File: src/rtl/instr_loader_pkg.sv
// instr_loader_pkg: shared constants, FSM state type and state decode helpers
// for the program loader. Optional macro: INSTR_LOADER_CHECKSUM_EN adds the
// CHECK/ERR states used by the trailing XOR checksum byte.
package instr_loader_pkg;

  // Defaults shared with the instruction memory and the 8-bit PC.
  localparam int DEF_ADDR_W     = 8;
  localparam int DEF_DATA_W     = 32;
  localparam int BYTES_PER_WORD = 4;
  localparam int BYTE_W         = 8;

  typedef enum logic [2:0] {
    S_IDLE  = 3'd0,
    S_LEN   = 3'd1,
    S_DATA  = 3'd2,
    S_WRITE = 3'd3,
    S_DONE  = 3'd4
`ifdef INSTR_LOADER_CHECKSUM_EN
    ,
    S_CHECK = 3'd5,
    S_ERR   = 3'd6
`endif
  } loader_state_t;

  // States in which a stream byte is consumed.
  function automatic logic accepts_byte(input loader_state_t s);
    logic r;
    r = (s == S_LEN) || (s == S_DATA);
`ifdef INSTR_LOADER_CHECKSUM_EN
    r = r || (s == S_CHECK);
`endif
    return r;
  endfunction

  // States from which a start pulse begins a new load.
  function automatic logic start_allowed(input loader_state_t s);
    logic r;
    r = (s == S_IDLE) || (s == S_DONE);
`ifdef INSTR_LOADER_CHECKSUM_EN
    r = r || (s == S_ERR);
`endif
    return r;
  endfunction

endpackage

File: src/rtl/instr_loader_word_packer.sv
// word_packer: packs bytes MSB-first into an instruction word.
// Latency: o_word/o_word_full are combinational on the byte being pushed, so
// the complete word is available in the same cycle its 4th byte is accepted.
module word_packer
  import instr_loader_pkg::*;
#(
  parameter int DATA_W = DEF_DATA_W
) (
  input  logic              i_clk,
  input  logic              i_rst_n,
  input  logic              i_clear,
  input  logic              i_push,
  input  logic [7:0]        i_byte,
  output logic              o_word_full,
  output logic [DATA_W-1:0] o_word
);

  // Only the first three bytes of a word need storing; the fourth is the
  // byte on i_byte when the word completes.
  localparam int SHR_W = DATA_W - BYTE_W;

  logic [SHR_W-1:0] r_shreg;
  logic [1:0]       r_idx;

  // Shift accepted bytes in at the low end and track the byte index 0..3.
  always_ff @(posedge i_clk or negedge i_rst_n) begin
    if (!i_rst_n) begin
      r_shreg <= '0;
      r_idx   <= '0;
    end else if (i_clear) begin
      r_shreg <= '0;
      r_idx   <= '0;
    end else if (i_push) begin
      r_shreg <= {r_shreg[SHR_W-BYTE_W-1:0], i_byte};
      r_idx   <= r_idx + 2'd1;
    end
  end

  assign o_word_full = i_push && (r_idx == 2'(BYTES_PER_WORD - 1));
  assign o_word      = {r_shreg, i_byte};

endmodule

File: src/rtl/instr_loader.sv
// instr_loader: byte-stream program loader, write-side master of the
// instruction memory. 4th byte of a word accepted at edge k -> mem_we during
// cycle k+1; byte_ready drops in WRITE/IDLE/DONE/ERR, stream waits indefinitely.
// Optional macro INSTR_LOADER_CHECKSUM_EN: trailing XOR checksum byte, error.
module instr_loader
  import instr_loader_pkg::*;
#(
  parameter int ADDR_W = DEF_ADDR_W,
  parameter int DATA_W = DEF_DATA_W
) (
  input  logic              i_clk,
  input  logic              i_rst_n,
  input  logic              i_start,
  input  logic [7:0]        i_byte_in,
  input  logic              i_byte_valid,
  output logic              o_byte_ready,
  output logic              o_mem_we,
  output logic [ADDR_W-1:0] o_mem_addr,
  output logic [DATA_W-1:0] o_mem_wdata,
  output logic              o_cpu_hold,
  output logic              o_done,
  output logic              o_error,
  output logic [ADDR_W:0]   o_word_count
);

  localparam int CNT_W = ADDR_W + 1;
  // A length byte of 0 stands for a full memory of 2**ADDR_W words.
  localparam logic [CNT_W-1:0] MAX_WORDS = {1'b1, {ADDR_W{1'b0}}};

  loader_state_t     r_state;
  logic [CNT_W-1:0]  r_len;
  logic [CNT_W-1:0]  r_word_count;
  logic              r_mem_we;
  logic [ADDR_W-1:0] r_mem_addr;
  logic [DATA_W-1:0] r_mem_wdata;
  logic              r_cpu_hold;
  logic              r_done;

  logic              w_accept;
  logic              w_clear;
  logic              w_push;
  logic              w_word_full;
  logic [DATA_W-1:0] w_word;
  logic [CNT_W-1:0]  w_count_nxt;

  assign o_byte_ready = accepts_byte(r_state);
  assign w_accept     = i_byte_valid && o_byte_ready;
  assign w_clear      = i_start && start_allowed(r_state);
  assign w_push       = w_accept && (r_state == S_DATA);
  assign w_count_nxt  = r_word_count + CNT_W'(1);

  word_packer #(
    .DATA_W(DATA_W)
  ) u_word_packer (
    .i_clk       (i_clk),
    .i_rst_n     (i_rst_n),
    .i_clear     (w_clear),
    .i_push      (w_push),
    .i_byte      (i_byte_in),
    .o_word_full (w_word_full),
    .o_word      (w_word)
  );

`ifdef INSTR_LOADER_CHECKSUM_EN
  logic [7:0] r_csum;
  logic       r_error;

  // Running XOR over data bytes only; the length byte is not included.
  always_ff @(posedge i_clk or negedge i_rst_n) begin
    if (!i_rst_n) begin
      r_csum <= '0;
    end else if (w_clear) begin
      r_csum <= '0;
    end else if (w_push) begin
      r_csum <= r_csum ^ i_byte_in;
    end
  end

  assign o_error = r_error;
`else
  assign o_error = 1'b0;
`endif

  // Load sequencer; all status and memory-write outputs are registered here.
  always_ff @(posedge i_clk or negedge i_rst_n) begin
    if (!i_rst_n) begin
      r_state      <= S_IDLE;
      r_len        <= '0;
      r_word_count <= '0;
      r_mem_we     <= 1'b0;
      r_mem_addr   <= '0;
      r_mem_wdata  <= '0;
      r_cpu_hold   <= 1'b0;
      r_done       <= 1'b0;
`ifdef INSTR_LOADER_CHECKSUM_EN
      r_error      <= 1'b0;
`endif
    end else begin
      // The write strobe is a single-cycle pulse.
      r_mem_we <= 1'b0;
      case (r_state)
        S_IDLE, S_DONE: begin
          if (i_start) begin
            r_state      <= S_LEN;
            r_word_count <= '0;
            r_cpu_hold   <= 1'b1;
            r_done       <= 1'b0;
          end
        end
`ifdef INSTR_LOADER_CHECKSUM_EN
        S_ERR: begin
          if (i_start) begin
            r_state      <= S_LEN;
            r_word_count <= '0;
            r_cpu_hold   <= 1'b1;
            r_error      <= 1'b0;
          end
        end
`endif
        S_LEN: begin
          if (w_accept) begin
            r_len   <= (i_byte_in == 8'd0) ? MAX_WORDS : CNT_W'(i_byte_in);
            r_state <= S_DATA;
          end
        end
        S_DATA: begin
          if (w_word_full) begin
            r_mem_we    <= 1'b1;
            r_mem_addr  <= r_word_count[ADDR_W-1:0];
            r_mem_wdata <= w_word;
            r_state     <= S_WRITE;
          end
        end
        S_WRITE: begin
          r_word_count <= w_count_nxt;
          if (w_count_nxt == r_len) begin
`ifdef INSTR_LOADER_CHECKSUM_EN
            r_state    <= S_CHECK;
`else
            r_state    <= S_DONE;
            r_done     <= 1'b1;
            r_cpu_hold <= 1'b0;
`endif
          end else begin
            r_state <= S_DATA;
          end
        end
`ifdef INSTR_LOADER_CHECKSUM_EN
        S_CHECK: begin
          if (w_accept) begin
            if (i_byte_in == r_csum) begin
              r_state    <= S_DONE;
              r_done     <= 1'b1;
              r_cpu_hold <= 1'b0;
            end else begin
              // Hold stays asserted: the memory image is incomplete/untrusted.
              r_state <= S_ERR;
              r_error <= 1'b1;
            end
          end
        end
`endif
        default: r_state <= S_IDLE;
      endcase
    end
  end

  assign o_mem_we     = r_mem_we;
  assign o_mem_addr   = r_mem_addr;
  assign o_mem_wdata  = r_mem_wdata;
  assign o_cpu_hold   = r_cpu_hold;
  assign o_done       = r_done;
  assign o_word_count = r_word_count;

endmodule

File: config.mk
export PLATFORM = sky130hd
export DESIGN_NAME = instr_loader
export DESIGN_NICKNAME = d
export VERILOG_FILES = /design/src/rtl/instr_loader_pkg.sv /design/src/rtl/instr_loader_word_packer.sv /design/src/rtl/instr_loader.sv
export SDC_FILE = /design/constraint.sdc
export NUM_CORES = 1
export LEC_CHECK = 0
export ABC_AREA = 1
export BUFFER_PORTS_ARGS = -buffer_cell sky130_fd_sc_hd__buf_4
export CAP_MARGIN = 30
export CORE_AREA = 2 2 82 100
export DETAILED_ROUTE_END_ITERATION = 8
export DIE_AREA = 0 0 84 102
export GPL_TIMING_DRIVEN = 0
export PLACE_DENSITY = 0.89
export SLEW_MARGIN = 30
export SYNTH_ARGS = -nofsm -noshare
export SYNTH_HDL_FRONTEND = slang
export SYNTH_HIERARCHICAL = 1
export SYNTH_SLANG_ARGS = --single-unit
File: constraint.sdc
create_clock -name i_clk -period 4.4 [get_ports i_clk]
set_input_delay 0.44 -clock i_clk [delete_from_list [all_inputs] [get_ports i_clk]]
set_output_delay 0.44 -clock i_clk [all_outputs]
set_load 0.05 [all_outputs]
==> results of run 1 <==
## area by class of cell
class | count | area (µm²)
inverters | 36 | 137.6
repair buffers | 64 | 484.2
well taps | 92 | 115.1
fillers | 575 | 2635
multi-input cells | 323 | 1534
flip-flops and latches | 90 | 2252
plain buffers | 26 | 191.4
clock inverters | 5 | 85.08
clock buffers | 11 | 141.4
## where the power goes
group          switching [mW]  internal (mW)  total [mW]
registers               0.226           1.07        1.29
clock network           0.302          0.340       0.642
logic                   0.917          0.411        1.33
total                    1.45           1.82        3.26
## how the worst min path moves through the flow
stage                                                from                               endpoint  slack, ps  depth (start not counted)
floorplan                                         i_rst_n                 o_cpu_hold$_DFFE_PN0P_        140                          0
global placement               o_mem_wdata[3]$_DFFE_PN0P_             o_mem_wdata[3]$_DFFE_PN0P_        460                          2
detailed placement  u_word_packer/r_shreg[21]$_DFFE_PN0P_  u_word_packer/r_shreg[21]$_DFFE_PN0P_        460                          2
CTS                                               i_rst_n              o_mem_addr[7]$_DFFE_PN0P_        160                          1
global route                                      i_rst_n            o_word_count[5]$_DFFE_PN0P_        190                          1
finish                                            i_rst_n              o_mem_addr[7]$_DFFE_PN0P_        110                          1
## stage by stage
step	cells	setup slack (ps)	instance area [µm²]	utilization, %	hold WS [ps]
floorplan	475	2376	4115	-	144.4
global placement	631	2053	4711	62.18	457.2
detailed placement	631	1993	4715	62.23	459.5
CTS	647	1947	4941	65.22	161.6
global route	647	1774	4941	65.22	189.9
finish	647	1947	4941	65.22	112.9
## per-layer routing
metal  track usage [%]  up-vias  part of all wire [%]
met1             27.49     1693                    39
met2             43.82      137                    53
li1                  -     1623                     -
met4             13.15        0                   3.5
met5                 0        -                     0
met3             4.039       25                   5.3
## cells in the mapped netlist
cell type	count
nand2_1	218
dfrtp_1	90
inv_1	31
nand3_1	23
nand3_2	21
o21ai_0	20
buf_4	9
nor2_1	8
buf_6	7
buf_2	6
o22ai_1	6
inv_2	4
nor2_2	4
nor2_4	4
clkbuf_1	3
nand2_2	3
nand3b_1	3
o21ai_1	3
ha_1	2
a21oi_1	1
buf_1	1
conb_1	1
inv_4	1
nand4_1	1
nor2_8	1
nor3_2	1
o41ai_1	1
xnor2_1	1
xor2_1	1
## worst max-delay path, delay by kind of cell (launching register included)
family,cells,cell delay [ps]
flip-flops,1,400
AND/OR/NAND/NOR,7,810
buffers and inverters,9,1110
## kinds of logic after synthesis
logic type / share of synthesized area [%]
AOI/OAI and AO/OA: 4.044
adders and majority gates: 0.6080
xor gates and xnor gates: 0.4257
other: 0.09113
DFF: 54.73
buffers and inverters: 7.996
and+or+nand+nor: 32.11
## flip-flops by register name (all words and copies together), names as in the netlist
| name | flops |
|---|---|
| o_done | 1 |
| r_state | 3 |
| r_len | 9 |
| o_mem_wdata | 32 |
| o_word_count | 9 |
| u_word_packer/r_shreg | 24 |
| o_mem_addr | 8 |
| o_mem_we | 1 |
| u_word_packer/r_idx | 2 |
| o_cpu_hold | 1 |
==> summary.md, run 1 <==
| Metric | Value |
|---|---|
| Vias/cell | 5.376 |
| Post-CTS Resized | 0 |
| Most frequent cells in the layout | nand2_1, dfrtp_1, buf_4 |
| Initial antenna violation count | 0 |
| Global route overflow | 0 |
| First-pass GRT wire length | between 15,000 and 20,000 µm |
| CORE AREA | 7576 µm² |
| Largest net degree at the start of global routing | between 90 and 100 |
| Clk sinks | 90 |
| Postcts setup bufs | 0 |
| Seq/Total Area, Yosys | between 50% and 60% |
| Die area | roughly 8600 µm² |
| IO Count | 66 |
| Worst setup path endpoint | o_mem_wdata[6]$_DFFE_PN0P_ |
| Yosys top cell area share | a little over half |
| Pwr per Cell Area | around 660 nW/µm² |
| Antenna diodes | 0 |
| Worst skew pair latency | 370 ps |
| Die X | 84 µm |
| Class of the worst hold path | in -> async |
| Final setup fails | 0 |
| Synthesized area per cell | roughly 8.7 µm² |
| Hpwl dp | between 6000 and 7000 µm |
| Share of post-route cells with drive strength above 1 | approximately a quarter |
| Antenna Nets Post-Route | 0 |
| Syn Std Cell Area | slightly above 4000 µm² |
| Vias | 3,478 |
| Clock transition at the registers of the reported paths | 90 ps |
| Reg2reg end | o_mem_wdata[6]$_DFFE_PN0P_ |
| Avg WL per Cell | approximately 15 µm |
| H-tree depth | 3 |
| Drt pass-1 iters | 5 |
| R2R Setup Slk | ~1900 ps |
| Tightest Pin Transition | ~800 ps |
| Synth-to-Final Area Change | 20.07% |
| Final wirelength | ~9800 µm |
| Max IR drop VDD | around 0.5 mV |
| Global Route Usage Sum | between 20 and 25% |
| Max-slew violation count | 0 |
| Synth area leaders | dfrtp_1, nand2_1, nand3_2 |
| Fmax | ~410 MHz |
| CTS max path bufs | 2 |
| Worst path cell trace | inv_1 > nand2_1 > nor2_2 > inv_2 > nor2_1 > buf_6 > buf_6 > nand2_1 > inv_1 > inv_1 > nor2_4 > inv_2 > buf_2 > buf_2 > nand2_1 > nand2_1 |
| Hold buffers post-CTS | 0 |
| Unrepaired setup endpoints after global routing | no |
| Leak pwr | 2.684 nW |
| Ys Warns | 6 |
| CP Launch Type | flip-flop |
| Final #Nets | roughly 560 |
| CP Data Arrival Time | 2700 ps |
| Final Skew | 12.02 ps |
| Mapped Cells | 475 |
| Worst-path fanout max | 10 |
| First DRT Iteration DRCs | about 240 |
| Setup_tns | 0 ps |
| Routability cong. | approximately 0.83 |
| Req. time, crit path | 4650 ps |
| Number of CTS-inserted buffers | 9 |
| Setup crit start | r_state[2]$_DFFE_PN0P_ |
| Clock root cell | clkbuf_8 |
| Cells on worst reg2reg path | 16 |
| R2r startpoint | r_state[2]$_DFFE_PN0P_ |
| Buffers on Ports | 64 |
| Status | finished clean |
| Max incr delay on CP | about 400 ps |
| CTS tree | done |
| Max_slew headroom | 46.93% |
| # Max-Cap Violations | 0 |
| Most frequent CP cell | nand2_1 |
| Yosys cell types | 29 |
| Row count | 35 |
| Yosys top cell by area | dfrtp_1 |
| DRC | 0 |
| Vias in the first global route | between 3,000 and 4,000 |
| Min Tclk post-route | approximately 2500 ps |
| Syn Nets | slightly below 500 |
| Slowest CP cell | dfrtp_1 |
| Number of synthesized register bits | 90 |
| Fin. Hold Viols | 0 |
| Die H | 102 µm |
| Crit path kind | reg -> reg |
| Most common cell after layout, fill and taps aside | nand2_1 |
| Starting Density | 54.32% |
| Crit path capture type | flip-flop |
| Total power | 3.265 mW |
| Crit share post-route | a little under three fifths |
Note: power is estimated with default switching activity, not from simulation.
==> run 2: changes to the inputs <==
--- a/config.mk
+++ b/config.mk
@@ -8,11 +8,11 @@
 export ABC_AREA = 1
 export BUFFER_PORTS_ARGS = -buffer_cell sky130_fd_sc_hd__buf_4
 export CAP_MARGIN = 30
-export CORE_AREA = 2 2 82 100
+export CORE_AREA = 2 2 86 104
 export DETAILED_ROUTE_END_ITERATION = 8
-export DIE_AREA = 0 0 84 102
+export DIE_AREA = 0 0 88 106
 export GPL_TIMING_DRIVEN = 0
-export PLACE_DENSITY = 0.89
+export PLACE_DENSITY = 0.86
 export SLEW_MARGIN = 30
 export SYNTH_ARGS = -nofsm -noshare
 export SYNTH_HDL_FRONTEND = slang
==> constraint.sdc (replaced) <==
create_clock -name i_clk -period 2 [get_ports i_clk]
set_input_delay 0.2 -clock i_clk [delete_from_list [all_inputs] [get_ports i_clk]]
set_output_delay 0.2 -clock i_clk [all_outputs]
set_load 0.05 [all_outputs]
==> run 2 against run 1 <==
Clock-buffer cell count fell by 1; sequential power rose by 120%; flip-flop and latch count did not move; power rose by 120%; critical path type unchanged; clock skew rose by 1.1 ps; cell count rose by 4.8%; global-route usage fell by 2.9 points; non-clock buffer count rose by 6; largest power group unchanged; highest routed layer unchanged.
==> summary.md, run 2 (synthesis gave the netlist of run 1 again) <==
| Metric | Value |
|---|---|
| Most frequent cells in the layout | nand2_1, dfrtp_1, buf_4 (unchanged) |
| CTS tree | done (unchanged) |
| Max-slew violation count | 0 (unchanged) |
| Clock transition at the registers of the reported paths | 100 ps (was 90 ps) |
| Synth-to-Final Area Change | 22.04% (was 20.07%) |
| # Max-Cap Violations | 0 (unchanged) |
| Clock root cell | clkbuf_8 (unchanged) |
| Final setup fails | 0 (unchanged) |
| DRC | 0 (unchanged) |
| Drt pass-1 iters | 4 (was 5) |
| Fin. Hold Viols | 0 (unchanged) |
| Most common cell after layout, fill and taps aside | nand2_1 (unchanged) |
| Max_slew headroom | 47.11% (was 46.93%) |
| Min Tclk post-route | 1867 ps (was 2453 ps) |
| Buf/Inv on CP | 6 (was 9) |
| Leak pwr | 2.728 nW (was 2.684 nW) |
| Tightest hold margin | 114.5 ps (was 112.9 ps) |
| Die H | 106 µm (was 102 µm) |
| Instance count on the critical path | 11 (was 16) |
| Antenna diodes | 0 (unchanged) |
| Fillers | 689 (was 575) |
| Max incr delay on CP | 390 ps (was 400 ps) |
| Final wirelength | 9418 µm (was 9814 µm) |
| Crit path capture type | flip-flop (unchanged) |
| H-tree depth | 3 (unchanged) |
| Cells on worst reg2reg path | 11 (was 16) |
| Starting Density | 49.11% (was 54.32%) |
| CTS max path bufs | 2 (unchanged) |
| Final #Nets | 570 (was 564) |
| Clk sinks | 90 (unchanged) |
| IO Count | 66 (unchanged) |
| Max IR drop VDD | 0.5487 mV (was 0.4861 mV) |
| Row count | 37 (was 35) |
| Die area | 9328 µm² (was 8568 µm²) |
| Number of CTS-inserted buffers | 9 (unchanged) |
| First DRT Iteration DRCs | 259 (was 243) |
| Antenna Nets Post-Route | 0 (unchanged) |
| Buffers on Ports | 64 (unchanged) |
| Fmax | 535.6 MHz (was 407.6 MHz) |
| Routability cong. | 0.8857 (was 0.8306) |
| First-pass GRT wire length | 15,410 µm (was 16,100 µm) |
| Largest net degree at the start of global routing | 91 (unchanged) |
| Global Route Usage Sum | 21.33% (was 24.18%) |
| Crit path kind | reg -> reg (unchanged) |
| Tightest Pin Transition | 793.3 ps (was 796.0 ps) |
| Vias | 3,411 (was 3,478) |
| CORE AREA | 8379 µm² (was 7576 µm²) |
| Worst-path fanout max | 10 (unchanged) |
| Share of post-route cells with drive strength above 1 | 27.27% (was 25.23%) |
| Hpwl dp | 6747 µm (was 6930 µm) |
| Status | finished clean (unchanged) |
| Req. time, crit path | 2290 ps (was 4650 ps) |
| Class of the worst hold path | in -> reg (was in -> async) |
| CP Launch Type | flip-flop (unchanged) |
| Place WS | -360.6 ps (was 1993 ps) |
| Die X | 88 µm (was 84 µm) |
| Slowest CP cell | dfrtp_1 (unchanged) |
| Setup ws final | 132.8 ps (was 1947 ps) |
| Initial antenna violation count | 0 (unchanged) |
| Max reg flops | 32 (unchanged) |
| Final Skew | 13.10 ps (was 12.02 ps) |
| Worst path cell trace | inv_1 > nand2_2 > nor2_4 > inv_2 > nor2_2 > buf_6 > buf_4 > buf_4 > buf_6 > nand3_2 > nand2_1 (was inv_1 > nand2_1 > nor2_2 > inv_2 > nor2_1 > buf_6 > buf_6 > nand2_1 > inv_1 > inv_1 > nor2_4 > inv_2 > buf_2 > buf_2 > nand2_1 > nand2_1) |
| Crit path max-delay family | buffers and inverters (unchanged) |
| Crit share post-route | 93.36% (was 55.75%) |
| Hold path cells | 3 |
| Vias in the first global route | 3,385 (was 3,476) |
| Pwr per Cell Area | 1399 nW/µm² (was 660.8 nW/µm²) |
| Worst skew pair latency | 360 ps (was 370 ps) |
| Global route overflow | 0 (unchanged) |
| Avg WL per Cell | 13.89 µm (was 15.17 µm) |
| CP Data Arrival Time | 2160 ps (was 2700 ps) |
| Vias/cell | 5.031 (was 5.376) |
## run 2: final cells by class
cell class                      count  area [µm²]  share of cell area (%)
Buffer                             25       192.7                   3.837
Clock buffer                       10       127.6                   2.541
Clock inverter                      6       66.31                   1.320
Inverter                           36       137.6                   2.740
Multi-Input combinational cell    323        1558                   31.02
Sequential cell                    90        2255                   44.89
Tap cell                          117       146.4                   2.915
Timing Repair Buffer               71       539.3                   10.74
## run 2: through the flow
step	instance area, µm²	TNS (ps)	util, %	cells	power (mW)
6_report	5022	0	59.94	678	7.025
5_1_grt	5022	-11.43	59.94	678	7.427
4_1_cts	4986	0	59.50	677	6.992
3_5_place_dp	4750	-11700	56.68	656	5.731
3_3_place_gp	4746	-8460	56.64	656	5.603
2_1_floorplan	4119	0	-	475	4.867
## run 2: worst register-to-register path, cell delays in order (launching register included)
cell     delay (ps)
dfrtp_1         390
inv_1            90
nand2_2          80
nor2_4          110
inv_2            70
nor2_2          100
buf_6           110
buf_4           210
buf_4           250
buf_6           200
nand3_2         120
nand2_1          90
## run 2: where the power goes
group	internal, mW	leakage (nW)	total [mW]	switching [mW]
clock	0.583	0.101	1.24	0.659
sequential	2.35	1.22	2.83	0.480
combinational	0.946	1.41	2.95	2.00
total	3.88	2.73	7.02	3.14
## run 2: timing repair
item	4_1_cts	5_1_grt
setup buffers	5	1
endpoints found under the hold margin	90	0
hold buffers	1	0
setup endpoints to repair	44	63
gates resized for setup	4	10
pin swaps	2	2
## run 2: layer usage
metal	part of all wire, %	GRT usage, %
met1	40	26.20
met2	52	35.39
met3	5.5	3.727
met4	2.2	11.21
met5	0	0
## run 2: final timing paths
| check | start | endpoint | slack (ps) |
|---|---|---|---|
| max in group asynchronous | i_rst_n | o_word_count[0]$_DFFE_PN0P_ | 950 |
| hold reg to reg | u_word_packer/r_shreg[22]$_DFFE_PN0P_ | u_word_packer/r_shreg[22]$_DFFE_PN0P_ | 480 |
| setup / recovery | r_state[2]$_DFFE_PN0P_ | u_word_packer/r_shreg[1]$_DFFE_PN0P_ | 130 |
| hold / removal | i_byte_in[4] | u_word_packer/r_shreg[4]$_DFFE_PN0P_ | 110 |
| setup reg to reg | r_state[2]$_DFFE_PN0P_ | u_word_packer/r_shreg[1]$_DFFE_PN0P_ | 130 |
| min in group asynchronous | i_rst_n | o_mem_addr[6]$_DFFE_PN0P_ | 460 |
==> run 3: changes to the inputs <==
--- a/config.mk
+++ b/config.mk
@@ -12,7 +12,7 @@
 export DETAILED_ROUTE_END_ITERATION = 8
 export DIE_AREA = 0 0 88 106
 export GPL_TIMING_DRIVEN = 0
-export PLACE_DENSITY = 0.86
+export PLACE_DENSITY = 0.76
 export SLEW_MARGIN = 30
 export SYNTH_ARGS = -nofsm -noshare
 export SYNTH_HDL_FRONTEND = slang
==> run 3 against run 2 <==
Sequential power hardly changed; core utilization rose by 0.25 points; register-to-register slack better by 30 ps; clock power increased by 6%; largest cell class unchanged; power is 0.66% higher; die area unchanged; flip-flop and latch count did not move; clock skew fell by 5.6 ps; sequential share of layout area shrank 0.21 points.
==> summary.md, run 3 (synthesis gave the netlist of run 1 again) <==
| Metric | Value |
|---|---|
| Crit path kind | reg -> reg (unchanged) |
| Vias | 3,370 (was 3,411) |
| Instance count on the critical path | 15 (was 11) |
| Max_slew headroom | 46.18% (was 47.11%) |
| Final Util | 60.19% (was 59.94%) |
| Max reg flops | 32 (unchanged) |
| Class of the worst hold path | in -> reg (unchanged) |
| Hpwl dp | 6580 µm (was 6747 µm) |
| Worst path cell trace | inv_1 > nand2_2 > nor2_4 > inv_2 > nor2_2 > buf_6 > nand2_1 > inv_1 > inv_1 > nor2_4 > inv_2 > buf_6 > buf_4 > nand2_1 > nand2_1 (was inv_1 > nand2_2 > nor2_4 > inv_2 > nor2_2 > buf_6 > buf_4 > buf_4 > buf_6 > nand3_2 > nand2_1) |
| CP Data Arrival Time | 2080 ps (was 2160 ps) |
| Max incr delay on CP | 380 ps (was 390 ps) |
| IO Count | 66 (unchanged) |
| Global Route Usage Sum | 21.38% (was 21.33%) |
| Clock transition at the registers of the reported paths | 80 ps (was 100 ps) |
| Fin. Hold Viols | 0 (unchanged) |
| Vias/cell | 4.963 (was 5.031) |
| Most common cell after layout, fill and taps aside | nand2_1 (unchanged) |
| Most frequent cells in the layout | nand2_1, dfrtp_1, buf_4 (unchanged) |
| Buf/Inv on CP | 8 (was 6) |
| Status | finished clean (unchanged) |
| First-pass GRT wire length | 15,570 µm (was 15,410 µm) |
| Final wirelength | 9262 µm (was 9418 µm) |
| CP Launch Type | flip-flop (unchanged) |
| Final #Nets | 571 (was 570) |
| Worst skew pair latency | 360 ps (about the same) |
| Req. time, crit path | 2240 ps (was 2290 ps) |
| Max IR drop VDD | 0.5922 mV (was 0.5487 mV) |
| H-tree depth | 3 (unchanged) |
| Setup crit start | r_state[2]$_DFFE_PN0P_ (unchanged) |
| CTS max path bufs | 2 (unchanged) |
| Number of CTS-inserted buffers | 9 (unchanged) |
| Avg WL per Cell | 13.64 µm (was 13.89 µm) |
| Row count | 37 (unchanged) |
| DRC | 0 (unchanged) |
| Worst setup path endpoint | o_mem_wdata[27]$_DFFE_PN0P_ (was u_word_packer/r_shreg[1]$_DFFE_PN0P_) |
| Cells on worst reg2reg path | 15 (was 11) |
| Pwr per Cell Area | 1402 nW/µm² (was 1399 nW/µm²) |
| Die X | 88 µm (unchanged) |
| CORE AREA | 8379 µm² (unchanged) |
| Fmax | 543.4 MHz (was 535.6 MHz) |
| Reg2reg end | o_mem_wdata[27]$_DFFE_PN0P_ (was u_word_packer/r_shreg[1]$_DFFE_PN0P_) |
| Clk sinks | 90 (unchanged) |
| Antenna diodes | 0 (unchanged) |
| Crit share post-route | 92.01% (was 93.36%) |
| Initial antenna violation count | 0 (unchanged) |
| Worst-path fanout max | 10 (unchanged) |
| Largest net degree at the start of global routing | 91 (unchanged) |
| Slowest CP cell | dfrtp_1 (unchanged) |
| Min Tclk post-route | 1840 ps (was 1867 ps) |
| Routability cong. | 0.8275 (was 0.8857) |
| Global route overflow | 0 (unchanged) |
| Vias in the first global route | 3,293 (was 3,385) |
| Die area | 9328 µm² (unchanged) |
| First DRT Iteration DRCs | 149 (was 259) |
| Crit path capture type | flip-flop (unchanged) |
| Starting Density | 49.11% (unchanged) |
| Drt pass-1 iters | 5 (was 4) |
| CTS tree | done (unchanged) |
| # Max-Cap Violations | 0 (unchanged) |
| Buffers on Ports | 64 (unchanged) |
| Tightest Pin Transition | 807.4 ps (was 793.3 ps) |
| Clock root cell | clkbuf_8 (unchanged) |
| Die H | 106 µm (unchanged) |
| Max-slew violation count | 0 (unchanged) |
| R2R Setup Slk | 160 ps (was 130 ps) |
| Crit path max-delay family | buffers and inverters (unchanged) |
| Antenna Nets Post-Route | 0 (unchanged) |
| Synth-to-Final Area Change | 22.56% (was 22.04%) |
| R2r startpoint | r_state[2]$_DFFE_PN0P_ (unchanged) |
| Share of post-route cells with drive strength above 1 | 26.69% (was 27.27%) |
| Final setup fails | 0 (unchanged) |
| Leak pwr | 2.732 nW (was 2.728 nW) |
| Total power | 7.071 mW (was 7.025 mW) |
| Final Skew | 7.499 ps (was 13.10 ps) |
[run 3: changes by cell type in the layout (fill, tap and decap cells not counted), moves of 2 or more]
cell | before | now
o21ai_1 | 2 | 4
clkinv_4 | 2 | 0
clkbuf_8 | 9 | 13
clkinv_2 | 2 | 0
[run 3: cell type report]
| class | instances | area [µm²] |
|---|---|---|
| clock inverters | 1 | 30.03 |
| fillers | 748 | 3336 |
| repair buffers | 72 | 546.8 |
| multi-input cells | 323 | 1546 |
| well taps | 117 | 146.4 |
| clock buffers | 15 | 186.4 |
| flip-flops and latches | 90 | 2253 |
| plain buffers | 25 | 196.4 |
| inverters | 36 | 137.6 |
[run 3: per-layer routing]
| layer | global-route usage, % | share of wire, % | up-vias |
|---|---|---|---|
| li1 | - | - | 1644 |
| met1 | 26.74 | 42 | 1629 |
| met2 | 36.69 | 52 | 81 |
| met3 | 4.348 | 4.3 | 16 |
| met4 | 6.813 | 2.0 | 0 |
| met5 | 0 | 0 | - |
[run 3: stage by stage]
stage	setup WS, ps	cell area, µm²	setup TNS [ps]	hold slack, ps	cells
floorplan	11.94	4119	0	-95.59	475
global placement	-305.7	4746	-9085	453.0	656
detailed placement	-353.8	4750	-10680	328.6	656
CTS	73.83	5021	0	78.67	678
global route	-2.493	5044	-2.493	89.98	679
finish	159.7	5044	0	87.90	679
[run 3: worst min path at each step]
stage | start | end | depth (start not counted)
after global routing | i_byte_in[2] | r_len[8]$_DFFE_PN0P_ | 2
after CTS | i_byte_in[2] | r_len[8]$_DFFE_PN0P_ | 2
after global placement | i_byte_in[2] | r_len[8]$_DFFE_PN0P_ | 2
after detailed placement | i_rst_n | o_word_count[6]$_DFFE_PN0P_ | 1
final | i_byte_in[2] | r_len[8]$_DFFE_PN0P_ | 2
after floorplan | i_rst_n | o_cpu_hold$_DFFE_PN0P_ | 0
[run 3: report_power, final]
part / leakage, nW / switching (mW) / internal [mW]
clock: 0.110 / 0.601 / 0.717
combinational: 1.40 / 1.98 / 0.951
sequential: 1.22 / 0.470 / 2.35
[run 3: what timing repair did]
item,CTS,global route
buffers inserted,6,1
gates cloned,0,0
hold endpoints to repair,90,0
endpoints found under the setup margin,43,51
resized for setup,6,6
hold buffers,1,0
pin swaps,2,2
